`src/rtl/mem_wb_stage_pkg.sv`:
```
// Shared pipeline definitions for the MEM/WB stage and its neighbours.
//   state_t   : memory-access FSM encoding (IDLE, WAIT)
//   MEM_BASE  : byte offset removed from the ALU result to form a memory address
//   REG_IDX_W : register index width, shared with the register file and EX/MEM
package mem_wb_stage_pkg;

    typedef enum logic {
        IDLE = 1'b0,
        WAIT = 1'b1
    } state_t;

    localparam logic [31:0] MEM_BASE  = 32'd1024;
    localparam int unsigned REG_IDX_W = 4;

endpackage

```
`src/rtl/mem_wb_stage_wait_counter.sv`:
```
// mem_wait_counter: bounded wait-cycle counter for an outstanding memory access.
//   clk, rst : clock, synchronous active-high reset
//   clr      : force the count to zero (takes priority over en)
//   en       : advance the count by one
//   tc       : count has reached TIMEOUT-1 (last permitted wait cycle)
module mem_wait_counter #(
    parameter int unsigned TIMEOUT = 16,
    localparam int unsigned CW     = $clog2(TIMEOUT)
) (
    input  logic clk,
    input  logic rst,
    input  logic clr,
    input  logic en,
    output logic tc
);

    logic [CW-1:0] count;

    always_ff @(posedge clk) begin
        if (rst || clr) begin
            count <= '0;
        end else if (en) begin
            count <= count + 1'b1;
        end
    end

    assign tc = (count == CW'(TIMEOUT - 1));

endmodule

```
`src/rtl/mem_wb_stage.sv`:
```
// mem_wb_stage: memory access plus MEM/WB pipeline register feeding the register file.
//   clk, rst                      : clock, synchronous active-high reset
//   valid_in, mem_r_en_in,
//   mem_w_en_in, wb_en_in,
//   dest_in, alu_res_in, val_rm_in: instruction from EX/MEM
//   mem_req, mem_we, mem_addr,
//   mem_wdata, mem_rdata,
//   mem_ready                     : data-memory port with ready handshake
//   freeze                        : stall upstream while an access is outstanding
//   mem_err                       : one-cycle pulse when an access times out
//   Result_WB, Dest_wb,
//   writeBackEn                   : registered writeback triple to the register file
module mem_wb_stage
    import mem_wb_stage_pkg::*;
#(
    parameter logic [31:0] MEM_BASE = mem_wb_stage_pkg::MEM_BASE,
    parameter int unsigned TIMEOUT  = 16
) (
    input  logic                 clk,
    input  logic                 rst,
    input  logic                 valid_in,
    input  logic                 mem_r_en_in,
    input  logic                 mem_w_en_in,
    input  logic                 wb_en_in,
    input  logic [REG_IDX_W-1:0] dest_in,
    input  logic [31:0]          alu_res_in,
    input  logic [31:0]          val_rm_in,
    output logic                 mem_req,
    output logic                 mem_we,
    output logic [31:0]          mem_addr,
    output logic [31:0]          mem_wdata,
    input  logic [31:0]          mem_rdata,
    input  logic                 mem_ready,
    output logic                 freeze,
    output logic                 mem_err,
    output logic [31:0]          Result_WB,
    output logic [REG_IDX_W-1:0] Dest_wb,
    output logic                 writeBackEn
);

    state_t               state;
    logic                 mem_op;
    logic                 timeout;
    logic                 lat_load;
    logic                 lat_wb_en;
    logic [REG_IDX_W-1:0] lat_dest;

    assign mem_op = valid_in & (mem_r_en_in | mem_w_en_in);

    // Counter is held at zero in IDLE so it reads 0 on the first WAIT cycle.
    mem_wait_counter #(
        .TIMEOUT (TIMEOUT)
    ) u_wait_counter (
        .clk (clk),
        .rst (rst),
        .clr (state == IDLE),
        .en  (state == WAIT),
        .tc  (timeout)
    );

    always_comb begin
        freeze = 1'b0;
        if (!rst) begin
            case (state)
                IDLE:    freeze = mem_op;
                WAIT:    freeze = !mem_ready && !timeout;
                default: freeze = 1'b0;
            endcase
        end
    end

    always_ff @(posedge clk) begin
        if (rst) begin
            state       <= IDLE;
            mem_req     <= 1'b0;
            mem_we      <= 1'b0;
            mem_addr    <= '0;
            mem_wdata   <= '0;
            mem_err     <= 1'b0;
            Result_WB   <= '0;
            Dest_wb     <= '0;
            writeBackEn <= 1'b0;
            lat_load    <= 1'b0;
            lat_wb_en   <= 1'b0;
            lat_dest    <= '0;
        end else begin
            mem_err <= 1'b0;
            case (state)
                IDLE: begin
                    if (mem_op) begin
                        // Read+write together is treated as a store.
                        mem_addr    <= alu_res_in - MEM_BASE;
                        mem_wdata   <= val_rm_in;
                        mem_we      <= mem_w_en_in;
                        lat_load    <= !mem_w_en_in;
                        lat_wb_en   <= wb_en_in;
                        lat_dest    <= dest_in;
                        mem_req     <= 1'b1;
                        writeBackEn <= 1'b0;
                        state       <= WAIT;
                    end else if (valid_in) begin
                        Result_WB   <= alu_res_in;
                        Dest_wb     <= dest_in;
                        writeBackEn <= wb_en_in;
                    end else begin
                        writeBackEn <= 1'b0;
                    end
                end
                WAIT: begin
                    // Ready wins over timeout in the same cycle.
                    if (mem_ready) begin
                        mem_req <= 1'b0;
                        state   <= IDLE;
                        if (lat_load) begin
                            Result_WB   <= mem_rdata;
                            Dest_wb     <= lat_dest;
                            writeBackEn <= lat_wb_en;
                        end else begin
                            writeBackEn <= 1'b0;
                        end
                    end else if (timeout) begin
                        mem_req     <= 1'b0;
                        writeBackEn <= 1'b0;
                        mem_err     <= 1'b1;
                        state       <= IDLE;
                    end else begin
                        writeBackEn <= 1'b0;
                    end
                end
                default: state <= IDLE;
            endcase
        end
    end

endmodule
```
`config.mk`:
```
export PLATFORM = sky130hd
export DESIGN_NAME = mem_wb_stage
export DESIGN_NICKNAME = d
export VERILOG_FILES = /design/src/rtl/mem_wb_stage_pkg.sv /design/src/rtl/mem_wb_stage_wait_counter.sv /design/src/rtl/mem_wb_stage.sv
export SDC_FILE = /design/constraint.sdc
export NUM_CORES = 1
export LEC_CHECK = 0
export CAP_MARGIN = 25
export CORE_ASPECT_RATIO = 1.2
export CORE_MARGIN = 5
export CORE_UTILIZATION = 43
export CTS_BUF_LIST = sky130_fd_sc_hd__clkbuf_2
export DETAILED_ROUTE_END_ITERATION = 16
export PLACE_DENSITY = 0.83
export SLEW_MARGIN = 20
export SYNTH_ARGS = -nofsm -noshare
export SYNTH_HDL_FRONTEND = slang
export SYNTH_SLANG_ARGS = --single-unit
```
`constraint.sdc`:
```
create_clock -name clk -period 3.3 [get_ports clk]
set_input_delay 0.66 -clock clk [delete_from_list [all_inputs] [get_ports clk]]
set_output_delay 0.66 -clock clk [all_outputs]
set_load 0.05 [all_outputs]
```
==> reports/metrics.yaml <==
run_status:
  outcome: "completed"
sta:
  tns_ns: 0
  maxSlewHeadroom_pct: 50.5
  slew_violations: 0
  fmax_ghz: 0.368
  fin_crit_ns: 2.71
  rsz0062_at_grt: "false"
  setup_viol: 0
  skew_ns: 0.0356
  tightest_slew_ns: 0.742
  fin_hold_ws_ns: 0.465
  period_share_pct: 82.2
  finalHoldViolCount: 0
job:
  drv_cap: 0
setup_path:
  startpoint: "valid_in"
  cp_cell_sequence: "clkdlybuf4s50_1, nor2b_1, o21ai_4, a21oi_1, buf_12"
  crit_cells: 5
  worstSetupEndpointType: "output pin"
  crit_slowest_cell: "clkdlybuf4s50_1"
  cp_max_fo: 5
  start_kind: "input port"
  critPathTopFamily: "buffers and inverters"
  r2r_cells: 5
  slowest_delay_ns: 0.45
  crit_required_ns: 2.64
  critPathBufInv: 2
  r2r-start: "state"
  crit_arrival_ns: 2.05
  critPathKind: "input port to output pin"
power_and_ir_drop:
  p_int_mw: 2.39
  vdd_ir_drop_max_v: 0.000257
  total_power_mw: 3.48
  clkPwrFrac_pct: 30.9
  netSwitchingFraction_pct: 31.3
  cellPowerDensity_nw_per_um2: 486
  seqPwrFrac_pct: 43.7
  power.share.combinational_pct: 25.4
  net-switching-power_mw: 1.09
  p_leak_nw: 2.53
logic_synthesis:
  synth_cell_types: 30
  synth-edff-count: 0
  synth_fp_nets: 645
  ys_seq_area_share_pct: 49.9
  synth_warnings: 0
  syn_area_sq_um: 4610
  async_flop_share_pct: 0
  ys_seq_elements: 115
  yosysMostFrequentCell: "dfxtp_1"
  synth_common_cells: "115 x dfxtp_1, 100 x nand2_1, 67 x nor2_1"
  avgSynthCellArea_sq_um: 8.61
  ys.flop_type: "dfxtp_1"
  post-synth-top-area-fraction_pct: 49.9
  syn_inst: 536
  yosys.area.top_type: "dfxtp_1"
  synth_area_leaders: "dfxtp_1 50%, nand2_1 8.1%, mux2i_1 7.8%"
grt:
  grt_pass1_vias: 4690
  grt_first_pass_wirelength_mm: 22.4
  grt_max_degree: 73
  antenna_found_initial: 0
  globalRoute.totalOverflow: 0
  grtUsageTotal_pct: 21.5
clocking:
  htree_levels: 4
  hold_buffers: 0
  cts.path.max_buffers: 2
  clock-sinks: 115
  postCtsResizedCells: 0
  clk_latency_ns: 0.64
  cts_root_buffer: "clkbuf_2"
  cts_buffers: 17
  cts_setup_buffers: 0
  clkSlewWorstSetupHoldPaths_ns: 0.15
  cts_tree: "yes"
floorplan:
  io_pins: 212
  dieArea_sq_um: 12900
  die_h_um: 123
  start_util_pct: 43.9
  rows: 41
  die_w_um: 105
  core_area_sq_um: 10500
final_layout:
  fillers: 849
  n_antenna_cell: 0
  area_growth_pct: 55.4
  drive_above_1_share_pct: 6.92
  nets: 848
  area.sequential_sq_um: 2300
  finish.utilization_pct: 68.2
  multi_input_area_sq_um: 2150
route:
  route.detailed.drc: 0
  wl_per_cell_um: 16.0
  firstDrtPassIters: 4
  ant_nets: 0
  via_per_inst: 5.20
  drt-initial-drc-count: 156
  wl_mm: 14.1
  via_count: 4574
min_path:
  hold_start: "mem_wdata[0]"
  holdPathStages: 2
  hold_class: "flop to flop"
placed_design:
  gp_congestion: 0.917
  portBuffers: 211
  dp.final_hpwl_mm: 10.3
layer usage:
| metal | track usage [%] | vias to the layer above | wire length [um] |
|---|---|---|---|
| li1 | - | 2279 | - |
| met1 | 22.0 | 2079 | 5370 |
| met2 | 37.5 | 187 | 7060 |
| met3 | 9.82 | 29 | 1350 |
| met4 | 10.2 | 0 | 304 |
| met5 | 0 | - | 0 |
cell families (layout without fill, tap and decap cells):
family / Yosys count / after routing / synth area share [%]
compound gates: 124 / 124 / 17.2
buf+inv: 47 / 262 / 3.85
fa+ha+maj: 2 / 2 / 0.542
mux: 36 / 36 / 7.81
simple gates: 200 / 200 / 18.4
xor+xnor: 12 / 12 / 2.28
flops: 115 / 115 / 49.9
per-stage QoR:
| stage | setup WS [ns] | std cells | instance area [sq um] |
|---|---|---|---|
| 5_1_grt | 0.396 | 880 | 7170 |
| 3_3_place_gp | 0.193 | 849 | 6890 |
| 2_1_floorplan | 0.562 | 536 | 4610 |
| 4_1_cts | 0.499 | 880 | 7170 |
| 3_5_place_dp | 0.0986 | 849 | 6890 |
| 6_report | 0.586 | 880 | 7170 |
worst paths after layout:
kind	end	slack [ns]
min reg2reg	mem_wdata[0]	0.46
max	freeze	0.59
max reg2reg	Result_WB[2]	1.34
min	mem_wdata[0]	0.46
power by group through the flow:
stage                     combinational [mW]  clock, mW  sequential (mW)
after floorplan                        0.230          0             1.83
after global placement                 0.876          0             1.55
after detailed placement               0.889          0             1.55
after CTS                              0.891       1.11             1.52
after global routing                   0.938       1.17             1.53
final                                  0.884       1.08             1.52
area by class of cell:
type,instances,share of cell area (%)
flip-flops and latches,115,32.1
repair buffers,227,31.4
multi-input cells,374,30.0
clock inverters,12,2.62
well taps,129,2.25
clock buffers,19,1.33
inverters,4,0.209
tightest hold or removal path, stage by stage (launching register included):
cell and delay [ns]:
dfxtp_1 0.34, nand2_1 0.05, a21oi_1 0.05
layout by cell type, fill, tap and decap left out, drive strengths merged, types with 3 or more instances in the layout:
cell type / n
a211oi: 48
a21oi: 53
a311oi: 10
buf: 18
bufinv: 5
clkbuf: 19
clkdlybuf4s50: 209
clkinv: 5
dfxtp: 115
inv: 4
mux2i: 36
nand2: 100
nand3: 3
nor2: 67
o21ai: 8
o31ai: 4
or3: 8
or4: 9
xnor2: 7
xor2: 5
registers in the layout, summed over array words and instances (netlist names):
register / cells
Result_WB: 32
mem_addr: 32
mem_wdata: 32
Dest_wb: 4
lat_dest: 4
u_wait_counter.count: 4
lat_load: 1
lat_wb_en: 1
mem_err: 1
mem_req: 1
mem_we: 1
state: 1
writeBackEn: 1
Note: power is estimated with default switching activity, not from simulation.
